[src/rtl/dms_ctrl_pkg.sv]
// dms_ctrl_pkg: shared state encoding, default timing and resistor codes for the DMS loop-filter sequencer
package dms_ctrl_pkg;
  typedef enum logic [2:0] {
    IDLE      = 3'd0,
    PRECHARGE = 3'd1,
    FAST      = 3'd2,
    TRACK     = 3'd3,
    RETRY     = 3'd4,
    FAULT     = 3'd5
  } dms_lpf_state_t;
  localparam int PCHG_CYC_DEF   = 64;
  localparam int FAST_CYC_DEF   = 1024;
  localparam int LOCK_CNT_DEF   = 16;
  localparam int RAIL_CYC_DEF   = 32;
  localparam int MAX_RETRY_DEF  = 3;
  localparam int RSEL_W_DEF     = 3;
  localparam int RSEL_FAST_DEF  = 1;
  localparam int RSEL_TRACK_DEF = 5;
  // Timer width covering the longer of the two loaded intervals, never below 1 bit.
  function automatic int tmr_width(int a, int b);
    int m;
    m = a > b ? a : b;
    return m > 1 ? $clog2(m) : 1;
  endfunction
endpackage

[src/rtl/dms_lpf_tmr.sv]
// dms_lpf_tmr: loadable down-counter with zero flag, shared by the precharge and fast-lock phases
//   clk, rst : clock, synchronous active-high reset
//   load_i   : load val_i this cycle (otherwise count down, holding at zero)
//   val_i    : load value
//   zero_o   : counter currently at zero
module dms_lpf_tmr #(
  parameter int W = 10
) (
  input  logic         clk,
  input  logic         rst,
  input  logic         load_i,
  input  logic [W-1:0] val_i,
  output logic         zero_o
);
  logic [W-1:0] cnt_q, cnt_d;
  always_comb cnt_d = load_i ? val_i : (cnt_q == '0 ? cnt_q : cnt_q - W'(1));
  always_ff @(posedge clk) cnt_q <= rst ? '0 : cnt_d;
  assign zero_o = cnt_q == '0;
endmodule

[src/rtl/dms_lpf_ctrl.sv]
// dms_lpf_ctrl: precharge / fast-lock / track sequencer for the DMS loop filter with bounded relock retries
//   clk, rst            : clock, synchronous active-high reset
//   start, stop         : begin acquisition (IDLE/FAULT only), abort to IDLE (highest priority)
//   lock_det            : CDR phase-lock indication
//   vctrl_hi, vctrl_lo  : control-voltage rail comparators
//   pchg_en, fast_en    : precharge switch, fast-lock bandwidth
//   res_sel             : series-resistor select code
//   locked, fault       : TRACK indicator, retries exhausted
//   retry_cnt, state_o  : relock attempts used, current state encoding
module dms_lpf_ctrl
  import dms_ctrl_pkg::*;
#(
  parameter int PCHG_CYC   = PCHG_CYC_DEF,
  parameter int FAST_CYC   = FAST_CYC_DEF,
  parameter int LOCK_CNT   = LOCK_CNT_DEF,
  parameter int RAIL_CYC   = RAIL_CYC_DEF,
  parameter int MAX_RETRY  = MAX_RETRY_DEF,
  parameter int RSEL_W     = RSEL_W_DEF,
  parameter int RSEL_FAST  = RSEL_FAST_DEF,
  parameter int RSEL_TRACK = RSEL_TRACK_DEF
) (
  input  logic              clk,
  input  logic              rst,
  input  logic              start,
  input  logic              stop,
  input  logic              lock_det,
  input  logic              vctrl_hi,
  input  logic              vctrl_lo,
  output logic              pchg_en,
  output logic              fast_en,
  output logic [RSEL_W-1:0] res_sel,
  output logic              locked,
  output logic              fault,
  output logic [1:0]        retry_cnt,
  output logic [2:0]        state_o
);
  localparam int TW = tmr_width(PCHG_CYC, FAST_CYC);
  localparam int LW = $clog2(LOCK_CNT + 1);
  localparam int RW = $clog2(RAIL_CYC + 1);
  localparam logic [RSEL_W-1:0] RS_FAST  = RSEL_W'(RSEL_FAST);
  localparam logic [RSEL_W-1:0] RS_TRACK = RSEL_W'(RSEL_TRACK);
  dms_lpf_state_t state_q, state_d;
  logic [LW-1:0] lock_q, lock_d;
  logic [RW-1:0] rail_q, rail_d;
  logic [1:0]    retry_q, retry_d;
  logic [TW-1:0] tmr_val;
  logic          tmr_ld, tmr_zero, oow, lock_hit, rail_hit, retry_max;
  dms_lpf_tmr #(.W(TW)) u_tmr (
    .clk    (clk),
    .rst    (rst),
    .load_i (tmr_ld),
    .val_i  (tmr_val),
    .zero_o (tmr_zero)
  );
  assign oow       = vctrl_hi | vctrl_lo;
  // "Reaching" the threshold is judged on this cycle's input so the count completes on the edge it hits.
  assign lock_hit  = lock_det && lock_q >= LW'(LOCK_CNT - 1);
  assign rail_hit  = oow && rail_q >= RW'(RAIL_CYC - 1);
  // The 2-bit counter also stops at 3 so it cannot wrap for larger retry limits.
  assign retry_max = int'(retry_q) >= MAX_RETRY || retry_q == 2'd3;
  always_comb begin
    state_d = state_q;
    lock_d  = lock_q;
    rail_d  = rail_q;
    retry_d = retry_q;
    tmr_ld  = 1'b0;
    tmr_val = TW'(PCHG_CYC - 1);
    case (state_q)
      IDLE, FAULT: if (start) begin
        state_d = PRECHARGE;
        tmr_ld  = 1'b1;
        retry_d = '0;
      end
      PRECHARGE: if (tmr_zero) begin
        state_d = FAST;
        tmr_ld  = 1'b1;
        tmr_val = TW'(FAST_CYC - 1);
        lock_d  = '0;
      end
      FAST: begin
        lock_d = !lock_det ? '0 : lock_hit ? LW'(LOCK_CNT) : lock_q + LW'(1);
        if (lock_hit) begin
          state_d = TRACK;
          rail_d  = '0;
        end else if (tmr_zero) state_d = RETRY;
      end
      TRACK: begin
        rail_d = !oow ? '0 : rail_hit ? RW'(RAIL_CYC) : rail_q + RW'(1);
        if (rail_hit) state_d = RETRY;
      end
      RETRY: if (retry_max) state_d = FAULT;
      else begin
        state_d = PRECHARGE;
        tmr_ld  = 1'b1;
        retry_d = retry_q + 2'd1;
      end
      default: state_d = IDLE;
    endcase
    if (stop) begin
      state_d = IDLE;
      lock_d  = '0;
      rail_d  = '0;
      retry_d = '0;
      tmr_ld  = 1'b1;
      tmr_val = '0;
    end
  end
  always_ff @(posedge clk) begin
    if (rst) begin
      state_q <= IDLE;
      lock_q  <= '0;
      rail_q  <= '0;
      retry_q <= '0;
    end else begin
      state_q <= state_d;
      lock_q  <= lock_d;
      rail_q  <= rail_d;
      retry_q <= retry_d;
    end
  end
  assign pchg_en   = state_q == PRECHARGE;
  assign fast_en   = state_q == FAST;
  assign res_sel   = (pchg_en || fast_en) ? RS_FAST : RS_TRACK;
  assign locked    = state_q == TRACK;
  assign fault     = state_q == FAULT;
  assign retry_cnt = retry_q;
  assign state_o   = state_q;
endmodule

[config.mk]
export PLATFORM = sky130hd
export DESIGN_NAME = dms_lpf_ctrl
export DESIGN_NICKNAME = d
export VERILOG_FILES = /design/src/rtl/dms_ctrl_pkg.sv /design/src/rtl/dms_lpf_tmr.sv /design/src/rtl/dms_lpf_ctrl.sv
export SDC_FILE = /design/constraint.sdc
export NUM_CORES = 1
export LEC_CHECK = 0
export CORE_ASPECT_RATIO = 1.4
export CORE_MARGIN = 2
export CORE_UTILIZATION = 50
export DETAILED_ROUTE_END_ITERATION = 7
export PLACE_DENSITY = 0.75
export SLEW_MARGIN = 40
export SYNTH_ARGS = -nofsm -noshare
export SYNTH_HDL_FRONTEND = slang
export SYNTH_HIERARCHICAL = 1
export SYNTH_SLANG_ARGS = --single-unit
[constraint.sdc]
create_clock -name clk -period 2.1 [get_ports clk]
set_input_delay 0.315 -clock clk [delete_from_list [all_inputs] [get_ports clk]]
set_output_delay 0.315 -clock clk [all_outputs]
set_load 0.05 [all_outputs]
# After elaboration in Yosys (flattened, before gate mapping)
# Index checks and enable logic that the tools add are counted.
totals:
  output_inout_bits: 12
  latchBits: 0
  n_memories: 0
  wordCells: 70
  rom_bits: 0
  regBits: 26
  in_bits: 7
  mem_bits_rw: 0
op_classes:
  eq_ne: 13
  n_bitwise: 1
  n_reduce_logical: 15
  shift: 0
  mux: 29
  mul: 0
  order_cmp: 3
  div: 0
  addsub: 4
ops:
  columns: ["cell", "n"]
  rows:
  - ["two-way mux 10 bit", 5]
  - ["two-way mux 3 bit", 7]
  - ["two-way mux 6 bit", 3]
  - ["two-way mux 5 bit", 3]
  - ["one-hot mux 3 bit (5 select lines)", 1]
  - ["one-hot mux 6 bit (2 select lines)", 1]
  - ["logical NOT 10 bit", 1]
  - ["one-hot mux 5 bit (2 select lines)", 1]
  - ["subtractor 10 x 1 -> 10 bit (second input constant)", 1]
  - ["inequality test 2 x 1 -> 1 bit (second input constant)", 4]
  - ["adder 6 x 1 -> 6 bit (second input constant)", 1]
  - ["== test 3 x 2 -> 1 bit (second input constant)", 2]
  - ["== test 3 bit (second input constant)", 2]
  - [">= comparator 6 x 5 -> 1 bit (second input constant)", 1]
  - ["nonzero test 2 bit", 3]
  - ["adder 5 x 1 -> 5 bit (second input constant)", 1]
  - [">= comparator 5 x 4 -> 1 bit (second input constant)", 1]
  - ["two-way mux 1 bit", 4]
  - ["two-way mux 2 bit", 2]
  - ["inequality test 2 bit (second input constant)", 2]
  - ["one-hot mux 2 bit (2 select lines)", 1]
  - ["AND reduction 2 bit", 2]
  - ["AND reduction 4 bit", 1]
  - ["OR reduction 2 bit", 2]
  - ["other kinds (11)", 13]

# Depth between registers and ports, before layout
# Gate-level depths: netlist (run 1).
depth:
  word_depth: 6
  ltp_mapped: 10
  depth_no_buf: 9

# Hierarchy
# Netlist (run 1), hierarchy kept.
modules_own_cells:
  columns: ["module", "seq_area_each_um2", "n_inst", "area_each_um2", "cells_each"]
  rows:
  - ["dms_lpf_ctrl", 320.3, 1, 1059.8, 135]
  - ["dms_lpf_tmr", 200.2, 1, 611.8, 70]

# Least setup slack after synthesis (run 1)
# No wires, ideal clock.
synth_path:
  path_type: "register to register"
  from: "register state_q[0] (netlist: state_o[0])"
  to: "register u_tmr.cnt_q[0]"
  period_less_slack_ps: 2843
  path_stages_with_launch: 10
  path_buffers: 2
  setup_slack_ps: -743
  t_arrival_ps: 2716
  required_ps: 1973
  setup_ps: 127
  path_cell_list: "dfxtp_1 > buf_4 > nand2b_1 > nor2_1 > a21oi_1 > o21ai_0 > clkbuf_1 > nor3_1 > nand2_1 > o211ai_1"
synth_between:
  elab_cells_between_ends: 11
  cone_classes: "eq/ne (4); mux (5); reduce/logical (2)"
synth_lines:
  columns: ["item", "line_no", "text"]
  rows:
  - ["from (decl)", "dms_lpf_ctrl.sv:42", "dms_lpf_state_t state_q, state_d;"]
  - ["from (signal assigned)", "dms_lpf_ctrl.sv:115", "state_q <= state_d;"]
  - ["== test 3 x 1 -> 1 bit *", null, null]
  - ["named net pchg_en", "dms_lpf_ctrl.sv:29", "output logic pchg_en,"]
  - ["one-hot mux 1 bit (3 select lines) *", "dms_lpf_ctrl.sv:68", "case (state_q)"]
  - ["two-way mux 1 bit *", "dms_lpf_ctrl.sv:99", "if (stop) begin"]
  - ["named net tmr_ld", "dms_lpf_ctrl.sv:47", "logic tmr_ld, tmr_zero, oow, lock_hit, rail_hit, retry_max;"]
  - ["inequality test 2 x 1 -> 1 bit (no source line) / two-way mux 10 bit (equally long branches)", null, null]
  - ["to (signal assigned)", "dms_lpf_tmr.sv:17", "always_ff @(posedge clk) cnt_q <= rst ? '0 : cnt_d;"]
  - ["to (decl)", "dms_lpf_tmr.sv:15", "logic [W-1:0] cnt_q, cnt_d;"]
# The timed path passes the listed nets; every way through them passes the cells marked *.
# A chain may end at the register's enable or synchronous reset.

# Worst setup path after layout (run 1)
layout_path:
  from: "register lock_q[1]"
  to: "register state_q[1] (netlist: state_o[1])"
layout_between:
  elab_chain_cells: 4
  elab_cells_between_ends: 6
  cone_classes: "order compare (1); eq/ne (1); mux (2); reduce/logical (2)"
layout_rtl:
  columns: ["item", "line_no", "text"]
  rows:
  - ["from (decl)", "dms_lpf_ctrl.sv:43", "logic [LW-1:0] lock_q, lock_d;"]
  - ["from (signal assigned)", "dms_lpf_ctrl.sv:116", "lock_q <= lock_d;"]
  - [">= comparator 5 x 4 -> 1 bit *", "dms_lpf_ctrl.sv:57", "assign lock_hit = lock_det && lock_q >= LW'(LOCK_CNT - 1);"]
  - ["logical AND 1 bit *", "dms_lpf_ctrl.sv:57", null]
  - ["two-way mux 3 bit / inequality test 3 x 1 -> 1 bit (equally long branches)", null, null]
  - ["one-hot mux 3 bit (5 select lines) / AND reduction 4 bit (equally long branches)", null, null]
# Mark *: on every way between the ends. The rest lies on a longest branch, timed or not.

==> results of run 1 <==
## state kept, by name, indices dropped and copies added (netlist names)
register / count
retry_cnt: 2
lock_q: 5
state_o: 3
u_tmr/cnt_q: 10
rail_q: 6
## cell usage in the layout (no fill, tap or decap), types with 2 or more instances in the layout
master / n
clkdlybuf4s50_1: 10
nor2_1: 20
nand3_1: 5
a31oi_1: 3
a21o_1: 2
a21oi_1: 11
clkbuf_8: 3
o21ai_0: 7
nor3_1: 8
nand2_1: 11
a211oi_1: 4
buf_12: 6
or4_1: 2
o211ai_1: 2
nand3b_1: 2
conb_1: 2
nand2b_1: 9
and3_1: 3
dfxtp_2: 3
mux2i_1: 3
xor2_1: 5
xnor2_1: 5
or3_1: 4
a41oi_1: 2
o31ai_1: 2
buf_4: 17
nor4_1: 3
or2_2: 2
o211a_1: 4
ha_2: 2
dfxtp_1: 23
nor2_2: 2
inv_1: 10
ha_1: 3
## kinds of logic after synthesis
| group | synth area share [%] |
|---|---|
| simple gates | 29.7 |
| mux | 1.80 |
| other cells | 0.449 |
| compound gates | 21.9 |
| fa+ha+maj | 3.74 |
| buf+inv | 6.06 |
| flops | 31.1 |
| xor+xnor | 5.24 |
## metrics by stage
| stage | power, uW | instances | util, % | hold slack (ns) |
|---|---|---|---|---|
| floorplan | 873 | 205 | - | 0.444 |
| global placement | 1020 | 264 | 63.7 | 0.453 |
| detailed placement | 1030 | 264 | 63.7 | 0.493 |
| CTS | 1450 | 268 | 66.3 | 0.506 |
| global route | 1520 | 270 | 67.4 | 0.519 |
| finish | 1460 | 270 | 67.4 | 0.504 |
## worst max-delay path by stage
| stage | start | endpoint | slack [ns] |
|---|---|---|---|
| after floorplan | u_tmr/cnt_q[2] | u_tmr/cnt_q[6] | 0.009 |
| after global placement | lock_q[1] | state_o[1] | 0.07 |
| after detailed placement | lock_q[1] | state_o[1] | -0.03 |
| after CTS | lock_q[1] | state_o[1] | 0.007 |
| after global routing | lock_q[1] | state_o[1] | -0.1 |
| final | lock_q[1] | state_o[1] | 0.005 |
## power by group
group / switching, uW / internal [uW]
Clock: 168 / 255
Sequential: 32.1 / 521
Combinational: 262 / 220
Total: 463 / 996
## layout make-up
type / instances / area (um^2)
repair buffers: 33 / 348
clock buffers: 3 / 41.3
flip-flops and latches: 26 / 524
multi-input cells: 158 / 1100
clock inverters: 1 / 30.0
inverters: 10 / 37.5
well taps: 39 / 48.8
fillers: 269 / 1030
## what timing repair did
item,4_1_cts,5_1_grt
buffers inserted,0,2
resized for setup,4,4
pin swaps,0,1
setup endpoints to repair,1,19
gates cloned,0,0
## critical path, delay by kind of cell, from the launching register on
kind | cells | cell delay, ns
AND/OR/NAND/NOR | 2 | 0.66
flip-flops | 1 | 0.35
AO/OA/AOI/OAI | 3 | 0.65
adder cells (fa/ha/maj) | 2 | 0.34
## layer usage
layer | GRT usage (%) | routed length [um]
met1 | 25.3 | 1540
met2 | 43.9 | 2280
met3 | 3.70 | 202
met4 | 10.3 | 97
met5 | 0 | 0
==> impl_results.html, run 1 <==
<table>
<tr><th>Metric</th><th>Value</th></tr>
<tr><th colspan="2">Worst setup path</th></tr>
<tr><td>Worst r2r dst</td><td>state_o[1]</td></tr>
<tr><td>Top cell by count, worst path</td><td>ha_2</td></tr>
<tr><td>R2R Path Start</td><td>lock_q[1]</td></tr>
<tr><td>Arrival @ worst endpoint</td><td>2.26 ns</td></tr>
<tr><td>Crit. End Element</td><td>flop</td></tr>
<tr><td>Setup slack, reg-to-reg</td><td>0.005 ns</td></tr>
<tr><td>Largest driver fanout on the critical path</td><td>5</td></tr>
<tr><td>Startpoint Class</td><td>flop</td></tr>
<tr><td>Req. time, crit path</td><td>2.26 ns</td></tr>
<tr><td>Critical Path, Cell by Cell</td><td>ha_2 &gt; and3_4 &gt; ha_2 &gt; or4b_1 &gt; o221ai_2 &gt; a211oi_2 &gt; a2111oi_2</td></tr>
<tr><td>Peak per-stage delay on the critical path</td><td>between 0.4 and 0.5 ns</td></tr>
<tr><td>Worst Reg2Reg Path Length in Cells</td><td>7</td></tr>
<tr><td>Class of the most critical setup path</td><td>flop to flop</td></tr>
<tr><td>Cell type of the slowest stage on the worst timing path</td><td>or4b_1</td></tr>
<tr><th colspan="2">Synth</th></tr>
<tr><td>Post-synth top area cell</td><td>dfxtp_1</td></tr>
<tr><td>Post-synthesis sequential area ratio</td><td>31.1%</td></tr>
<tr><td>Synth unique cells</td><td>55</td></tr>
<tr><td>Cell types with the highest counts after synthesis</td><td>dfxtp_1, nor2_1, a21oi_1</td></tr>
<tr><td>Number of synthesized register bits</td><td>26</td></tr>
<tr><td>Number of nets produced by synthesis</td><td>~220</td></tr>
<tr><td>Cell with the most instances after synthesis</td><td>dfxtp_1</td></tr>
<tr><td>Average cell area after synthesis</td><td>8.15 um^2</td></tr>
<tr><td>Post-synth ARST share</td><td>0%</td></tr>
<tr><td>Area contributors post-synth</td><td>dfxtp_1, nor2_1, ha_1</td></tr>
<tr><td>Post-Synthesis Cells</td><td>205</td></tr>
<tr><td>Proportion of netlist area held by the largest area contributor</td><td>31.1%</td></tr>
<tr><td>Post-synth EDFFs</td><td>0</td></tr>
<tr><td>Post-synthesis cell area</td><td>between 1500 and 2000 um^2</td></tr>
<tr><td>Most instantiated flip-flop cell in the synthesis netlist</td><td>dfxtp_1</td></tr>
<tr><td>Warnings, synthesis</td><td>6</td></tr>
<tr><th colspan="2">Min path</th></tr>
<tr><td>Hold crit path type</td><td>flop to flop</td></tr>
<tr><td>Endpoint of the worst hold-timing path</td><td>rail_q[5]</td></tr>
<tr><td>Hold depth</td><td>2</td></tr>
<tr><td>Min-delay src</td><td>rail_q[5]</td></tr>
<tr><th colspan="2">STA</th></tr>
<tr><td>Count of pins over their slew limit</td><td>0</td></tr>
<tr><td>Final Cycle Share</td><td>99.8%</td></tr>
<tr><td>Count of endpoints failing hold in the final timing report</td><td>0</td></tr>
<tr><td>Worst-case headroom to the max-slew limit</td><td>65.9%</td></tr>
<tr><td>Actual transition at the worst max-transition pin</td><td>0.510 ns</td></tr>
<tr><td>Final sum of negative setup slack</td><td>0 ns</td></tr>
<tr><td>Number of failing setup endpoints in the final timing report</td><td>0</td></tr>
<tr><td>Shortest clock period the worst path allows after layout</td><td>2.10 ns</td></tr>
<tr><td>Unrepaired setup endpoints after global routing</td><td>yes</td></tr>
<tr><td>Fin Clk Skew</td><td>between 0.007 and 0.008 ns</td></tr>
<tr><td>Timing-limited maximum frequency</td><td>between 400 and 500 MHz</td></tr>
<tr><td>Worst Slack Setup Final</td><td>approximately 0.0046 ns</td></tr>
<tr><th colspan="2">Pwr</th></tr>
<tr><td>Cell leakage power</td><td>approximately 0.00083 uW</td></tr>
<tr><td>Power density of the placed cells</td><td>686 nW/um^2</td></tr>
<tr><td>Max rail drop VDD</td><td>about 0.00046 V</td></tr>
<tr><th colspan="2">Clock network</th></tr>
<tr><td># hold bufs at CTS</td><td>0</td></tr>
<tr><td>Post-CTS clock slew at the launch and capture registers of the worst setup and hold paths</td><td>roughly 0.1 ns</td></tr>
<tr><td>Total clock buffers created by CTS</td><td>3</td></tr>
<tr><td>Number of clock sinks seen by CTS</td><td>26</td></tr>
<tr><td>Deepest clock path buffer count</td><td>2</td></tr>
<tr><td>Clock insertion delay at the later pin of the skew report</td><td>about 0.28 ns</td></tr>
<tr><td>Clock tree from TritonCTS</td><td>done</td></tr>
<tr><td>Root Buffer Master</td><td>clkbuf_8</td></tr>
<tr><td>H-Tree Level Count</td><td>1</td></tr>
<tr><th colspan="2">Floorplanning</th></tr>
<tr><td>Placeable core area</td><td>3150 um^2</td></tr>
<tr><td>Total die area</td><td>around 3800 um^2</td></tr>
<tr><td>Height of the chip</td><td>72.4 um</td></tr>
<tr><td>Top-level port count</td><td>19</td></tr>
<tr><td>Die extent in x</td><td>about 53 um</td></tr>
<tr><td>Initial standard-cell utilization of the core</td><td>53.0%</td></tr>
<tr><td>Number of cell rows</td><td>24</td></tr>
<tr><th colspan="2">Placed design</th></tr>
<tr><td>HPWL after detailed placement</td><td>3.01 mm</td></tr>
<tr><td>Port Buffers</td><td>16</td></tr>
<tr><td>Setup slack after placement</td><td>-0.0322 ns</td></tr>
<tr><td>Placement Cell Area</td><td>2010 um^2</td></tr>
<tr><td>Weighted congestion at the end of routability-driven global placement</td><td>0.789</td></tr>
<tr><th colspan="2">Final layout</th></tr>
<tr><td>Fraction of final layout cells with drive strength greater than 1</td><td>22.1%</td></tr>
<tr><td>Diodes inserted</td><td>0</td></tr>
<tr><td>Synthesis-to-finish area growth</td><td>27.2%</td></tr>
<tr><td>Area of all placed cells without fillers</td><td>2130 um^2</td></tr>
<tr><td>Net total in the final layout</td><td>244</td></tr>
<tr><th colspan="2">Global routing</th></tr>
<tr><td>Global-route wire length before repair</td><td>6.78 mm</td></tr>
<tr><td>Overflow left after global routing</td><td>0</td></tr>
<tr><td>Pin count of the biggest net entering global routing</td><td>20</td></tr>
<tr><td>Global-route usage over all layers</td><td>23.6%</td></tr>
<tr><td>Number of antenna violations at the first check in global routing</td><td>0</td></tr>
<tr><td>Via count of the first global-routing pass</td><td>approximately 1500</td></tr>
<tr><th colspan="2">Status</th></tr>
<tr><td>Status</td><td>finished, final reports clean</td></tr>
<tr><th colspan="2">Detailed routing</th></tr>
<tr><td>WL per Instance</td><td>15.3 um</td></tr>
<tr><td>Vias/cell</td><td>between 5 and 6</td></tr>
<tr><td>Routed Antenna Nets</td><td>0</td></tr>
<tr><td>Detailed-route DRC error count</td><td>0</td></tr>
<tr><td>Initial DRC Count</td><td>49</td></tr>
<tr><td>Total number of vias</td><td>1616</td></tr>
<tr><td>Total length of routed wires</td><td>approximately 4.1 mm</td></tr>
<tr><td>First-pass iteration count of the detailed router</td><td>4</td></tr>
<tr><th colspan="2">Job</th></tr>
<tr><td>Count of maximum capacitance violations</td><td>0</td></tr>
</table>
Note: power is estimated with default switching activity, not from simulation.
==> run 2, diff against run 1 <==
--- a/config.mk
+++ b/config.mk
@@ -7,9 +7,9 @@
 export LEC_CHECK = 0
 export CORE_ASPECT_RATIO = 1.4
 export CORE_MARGIN = 2
-export CORE_UTILIZATION = 50
+export CORE_UTILIZATION = 60
 export DETAILED_ROUTE_END_ITERATION = 7
-export PLACE_DENSITY = 0.75
+export PLACE_DENSITY = 0.84
 export SLEW_MARGIN = 40
 export SYNTH_ARGS = -nofsm -noshare
 export SYNTH_HDL_FRONTEND = slang
==> constraint.sdc (replaced) <==
create_clock -name clk -period 2.7 [get_ports clk]
set_input_delay 0.405 -clock clk [delete_from_list [all_inputs] [get_ports clk]]
set_output_delay 0.405 -clock clk [all_outputs]
set_load 0.05 [all_outputs]
==> impl_results.html, run 2 (synthesized netlist as in run 1, its figures left out) <==
<table>
<tr><th>Metric</th><th>Value</th></tr>
<tr><th colspan="2">Job</th></tr>
<tr><td>Count of maximum capacitance violations</td><td>0 (unchanged)</td></tr>
<tr><th colspan="2">Final layout</th></tr>
<tr><td>Biggest register</td><td>u_tmr/cnt_q</td></tr>
<tr><td>Net total in the final layout</td><td>230 (-5.7%)</td></tr>
<tr><td>Flip-flop count of the largest register, all copies and words added</td><td>10 (unchanged)</td></tr>
<tr><td>Number of inserted filler cells in the final layout</td><td>234 (-13%)</td></tr>
<tr><td>Most frequent cells in the layout</td><td>dfxtp_1, nor2_1, clkdlybuf4s50_1</td></tr>
<tr><td>Synthesis-to-finish area growth</td><td>12.3%</td></tr>
<tr><td>Most common cell after layout, fill and taps aside</td><td>dfxtp_1</td></tr>
<tr><td>Largest registers in the final layout</td><td>u_tmr/cnt_q: 10 flops, rail_q: 6 flops, lock_q: 5 flops</td></tr>
<tr><td>Diodes inserted</td><td>0 (unchanged)</td></tr>
<tr><td>Fraction of final layout cells with drive strength greater than 1</td><td>9.22% (-13 points)</td></tr>
<tr><td>Area of all placed cells without fillers</td><td>1880 um^2 (-12%)</td></tr>
<tr><td>Multi-input logic area</td><td>1050 um^2 (-4.0%)</td></tr>
<tr><td>Storage cell area</td><td>522 um^2 (-0.48%)</td></tr>
<tr><th colspan="2">Global routing</th></tr>
<tr><td>Pin count of the biggest net entering global routing</td><td>20 (unchanged)</td></tr>
<tr><td>Number of antenna violations at the first check in global routing</td><td>0 (unchanged)</td></tr>
<tr><td>Via count of the first global-routing pass</td><td>1565 (+1.0%)</td></tr>
<tr><td>Global-route wire length before repair</td><td>6.83 mm (+0.83%)</td></tr>
<tr><td>Global-route usage over all layers</td><td>27.0% (+3.4 points)</td></tr>
<tr><td>Overflow left after global routing</td><td>0 (unchanged)</td></tr>
<tr><th colspan="2">STA</th></tr>
<tr><td>Shortest clock period the worst path allows after layout</td><td>~2.6 ns</td></tr>
<tr><td>Unrepaired setup endpoints after global routing</td><td>no</td></tr>
<tr><td>Count of pins over their slew limit</td><td>0 (unchanged)</td></tr>
<tr><td>Actual transition at the worst max-transition pin</td><td>0.629 ns (+0.118 ns)</td></tr>
<tr><td>Fin Clk Skew</td><td>0.00425 ns (-0.00280 ns)</td></tr>
<tr><td>Timing-limited maximum frequency</td><td>385 MHz</td></tr>
<tr><td>Count of endpoints failing hold in the final timing report</td><td>0 (unchanged)</td></tr>
<tr><td>Number of failing setup endpoints in the final timing report</td><td>0 (unchanged)</td></tr>
<tr><td>Final sum of negative setup slack</td><td>0 ns (unchanged)</td></tr>
<tr><td>Final Cycle Share</td><td>96.2%</td></tr>
<tr><td>Worst-case headroom to the max-slew limit</td><td>58.0% (-7.8 points)</td></tr>
<tr><td>Worst Slack Setup Final</td><td>0.101 ns (+0.0968 ns)</td></tr>
<tr><th colspan="2">Pwr</th></tr>
<tr><td>Switching fraction of total power</td><td>35.5% (+3.7 points)</td></tr>
<tr><td>Flop pwr share</td><td>46.7% (+8.8 points)</td></tr>
<tr><td>Clock power share</td><td>22.1% (-6.9 points)</td></tr>
<tr><td>Cell leakage power</td><td>0.000735 uW (-12%)</td></tr>
<tr><td>Power density of the placed cells</td><td>499 nW/um^2 (-27%)</td></tr>
<tr><td>Combinational cell fraction of total power</td><td>31.2% (-1.9 points)</td></tr>
<tr><td>Power dissipated by switching net loads</td><td>332 uW (-28%)</td></tr>
<tr><td>Design internal power</td><td>604 uW (-39%)</td></tr>
<tr><td>Max rail drop VDD</td><td>0.000308 V (-33%)</td></tr>
<tr><th colspan="2">Detailed routing</th></tr>
<tr><td>Initial DRC Count</td><td>57 (+16%)</td></tr>
<tr><td>Total number of vias</td><td>1535 (-5.0%)</td></tr>
<tr><td>Vias/cell</td><td>6.07 (+1.4%)</td></tr>
<tr><td>Routed Antenna Nets</td><td>0 (unchanged)</td></tr>
<tr><td>Detailed-route DRC error count</td><td>0 (unchanged)</td></tr>
<tr><td>Total length of routed wires</td><td>3.84 mm (-6.9%)</td></tr>
<tr><td>First-pass iteration count of the detailed router</td><td>4 (unchanged)</td></tr>
<tr><td>WL per Instance</td><td>15.2 um (-0.63%)</td></tr>
<tr><th colspan="2">Clock network</th></tr>
<tr><td>Post-CTS clock slew at the launch and capture registers of the worst setup and hold paths</td><td>0.15 ns (+0.05 ns)</td></tr>
<tr><td>Deepest clock path buffer count</td><td>2 (unchanged)</td></tr>
<tr><td>H-Tree Level Count</td><td>1 (unchanged)</td></tr>
<tr><td>Buffer count from post-CTS setup fixing</td><td>0 (unchanged)</td></tr>
<tr><td>Number of clock sinks seen by CTS</td><td>26 (unchanged)</td></tr>
<tr><td>Total clock buffers created by CTS</td><td>3 (unchanged)</td></tr>
<tr><td>Root Buffer Master</td><td>clkbuf_4</td></tr>
<tr><td>Clock tree from TritonCTS</td><td>done</td></tr>
<tr><td>Clock insertion delay at the later pin of the skew report</td><td>0.33 ns (+0.05 ns)</td></tr>
<tr><th colspan="2">Min path</th></tr>
<tr><td>Hold crit path type</td><td>flop to flop</td></tr>
<tr><th colspan="2">Worst setup path</th></tr>
<tr><td>Startpoint Class</td><td>flop</td></tr>
<tr><td>Crit. End Element</td><td>output port</td></tr>
<tr><td>Req. time, crit path</td><td>2.30 ns (+0.04 ns)</td></tr>
<tr><td>Arrival @ worst endpoint</td><td>2.19 ns (-0.07 ns)</td></tr>
<tr><td>Largest driver fanout on the critical path</td><td>19 (+14)</td></tr>
<tr><td>Class of the most critical setup path</td><td>flop to output port</td></tr>
<tr><th colspan="2">Floorplanning</th></tr>
<tr><td>Placeable core area</td><td>2640 um^2 (-16%)</td></tr>
<tr><td>Die extent in x</td><td>48.6 um (-8.0%)</td></tr>
<tr><td>Initial standard-cell utilization of the core</td><td>63.3% (+10 points)</td></tr>
<tr><td>Height of the chip</td><td>66.5 um (-8.2%)</td></tr>
<tr><td>Total die area</td><td>3230 um^2 (-16%)</td></tr>
<tr><td>Top-level port count</td><td>19 (unchanged)</td></tr>
<tr><td>Number of cell rows</td><td>22 (-8.3%)</td></tr>
<tr><th colspan="2">Placed design</th></tr>
<tr><td>HPWL after detailed placement</td><td>2.94 mm (-2.2%)</td></tr>
<tr><td>Setup slack after placement</td><td>0.363 ns (+0.395 ns)</td></tr>
<tr><td>Weighted congestion at the end of routability-driven global placement</td><td>0.802 (+1.6%)</td></tr>
<tr><td>Placement Cell Area</td><td>1840 um^2 (-8.5%)</td></tr>
<tr><td>Port Buffers</td><td>16 (unchanged)</td></tr>
<tr><th colspan="2">Status</th></tr>
<tr><td>Status</td><td>finished, final reports clean</td></tr>
</table>
[run 2: path summary, 6_finish.rpt]
path	slack [ns]	depth (start not counted)	startpoint	endpoint
worst min-delay path	0.50	2	rail_q[5]	rail_q[5]
worst max register to register	0.33	6	u_tmr/cnt_q[2]	lock_q[2]
worst min register to register	0.50	2	rail_q[5]	rail_q[5]
worst max-delay path	0.10	3	state_o[2]	fault
[run 2: worst max-delay path, cell delays in order (launching register included)]
cell	delay [ns]
dfxtp_1	0.75
inv_1	0.16
nor2_1	0.13
clkdlybuf4s50_1	0.81
[run 2: final cells by class]
| type | instances | share of cell area (%) |
|---|---|---|
| clock buffer | 4 | 1.93 |
| inverter | 10 | 2.00 |
| multi-input combinational | 158 | 56.1 |
| sequential | 26 | 27.8 |
| tap | 36 | 2.40 |
| timing repair buffer | 19 | 9.80 |
[run 2: power by group through the flow]
| stage | Combinational, uW | Clock (uW) | Sequential, uW |
|---|---|---|---|
| finish | 292 | 207 | 437 |
| global placement | 285 | 0 | 444 |
| floorplan | 231 | 0 | 443 |
| CTS | 292 | 208 | 437 |
| detailed placement | 292 | 0 | 445 |
| global route | 320 | 222 | 441 |
[run 2: repair_timing]
item | CTS | global route
endpoints found under the hold margin | 0 | 0
gates resized for setup | 1 | 2
endpoints found under the setup margin | 1 | 2
hold buffers | 0 | 0
pin swaps | 0 | 0
[run 2: layer usage]
metal,track usage (%),share of wire (%)
met1,26.3,38
met2,56.5,57
met3,3.59,3.2
met4,9.64,1.6
met5,0,0
[run 2: metrics by stage]
stage | util, % | std cells | power, uW | hold slack [ns]
4_1_cts | 70.9 | 253 | 936 | 0.501
3_5_place_dp | 69.6 | 249 | 737 | 0.482
5_1_grt | 71.0 | 253 | 983 | 0.536
2_1_floorplan | - | 205 | 674 | 0.444
3_3_place_gp | 69.6 | 249 | 729 | 0.462
6_report | 71.0 | 253 | 936 | 0.499
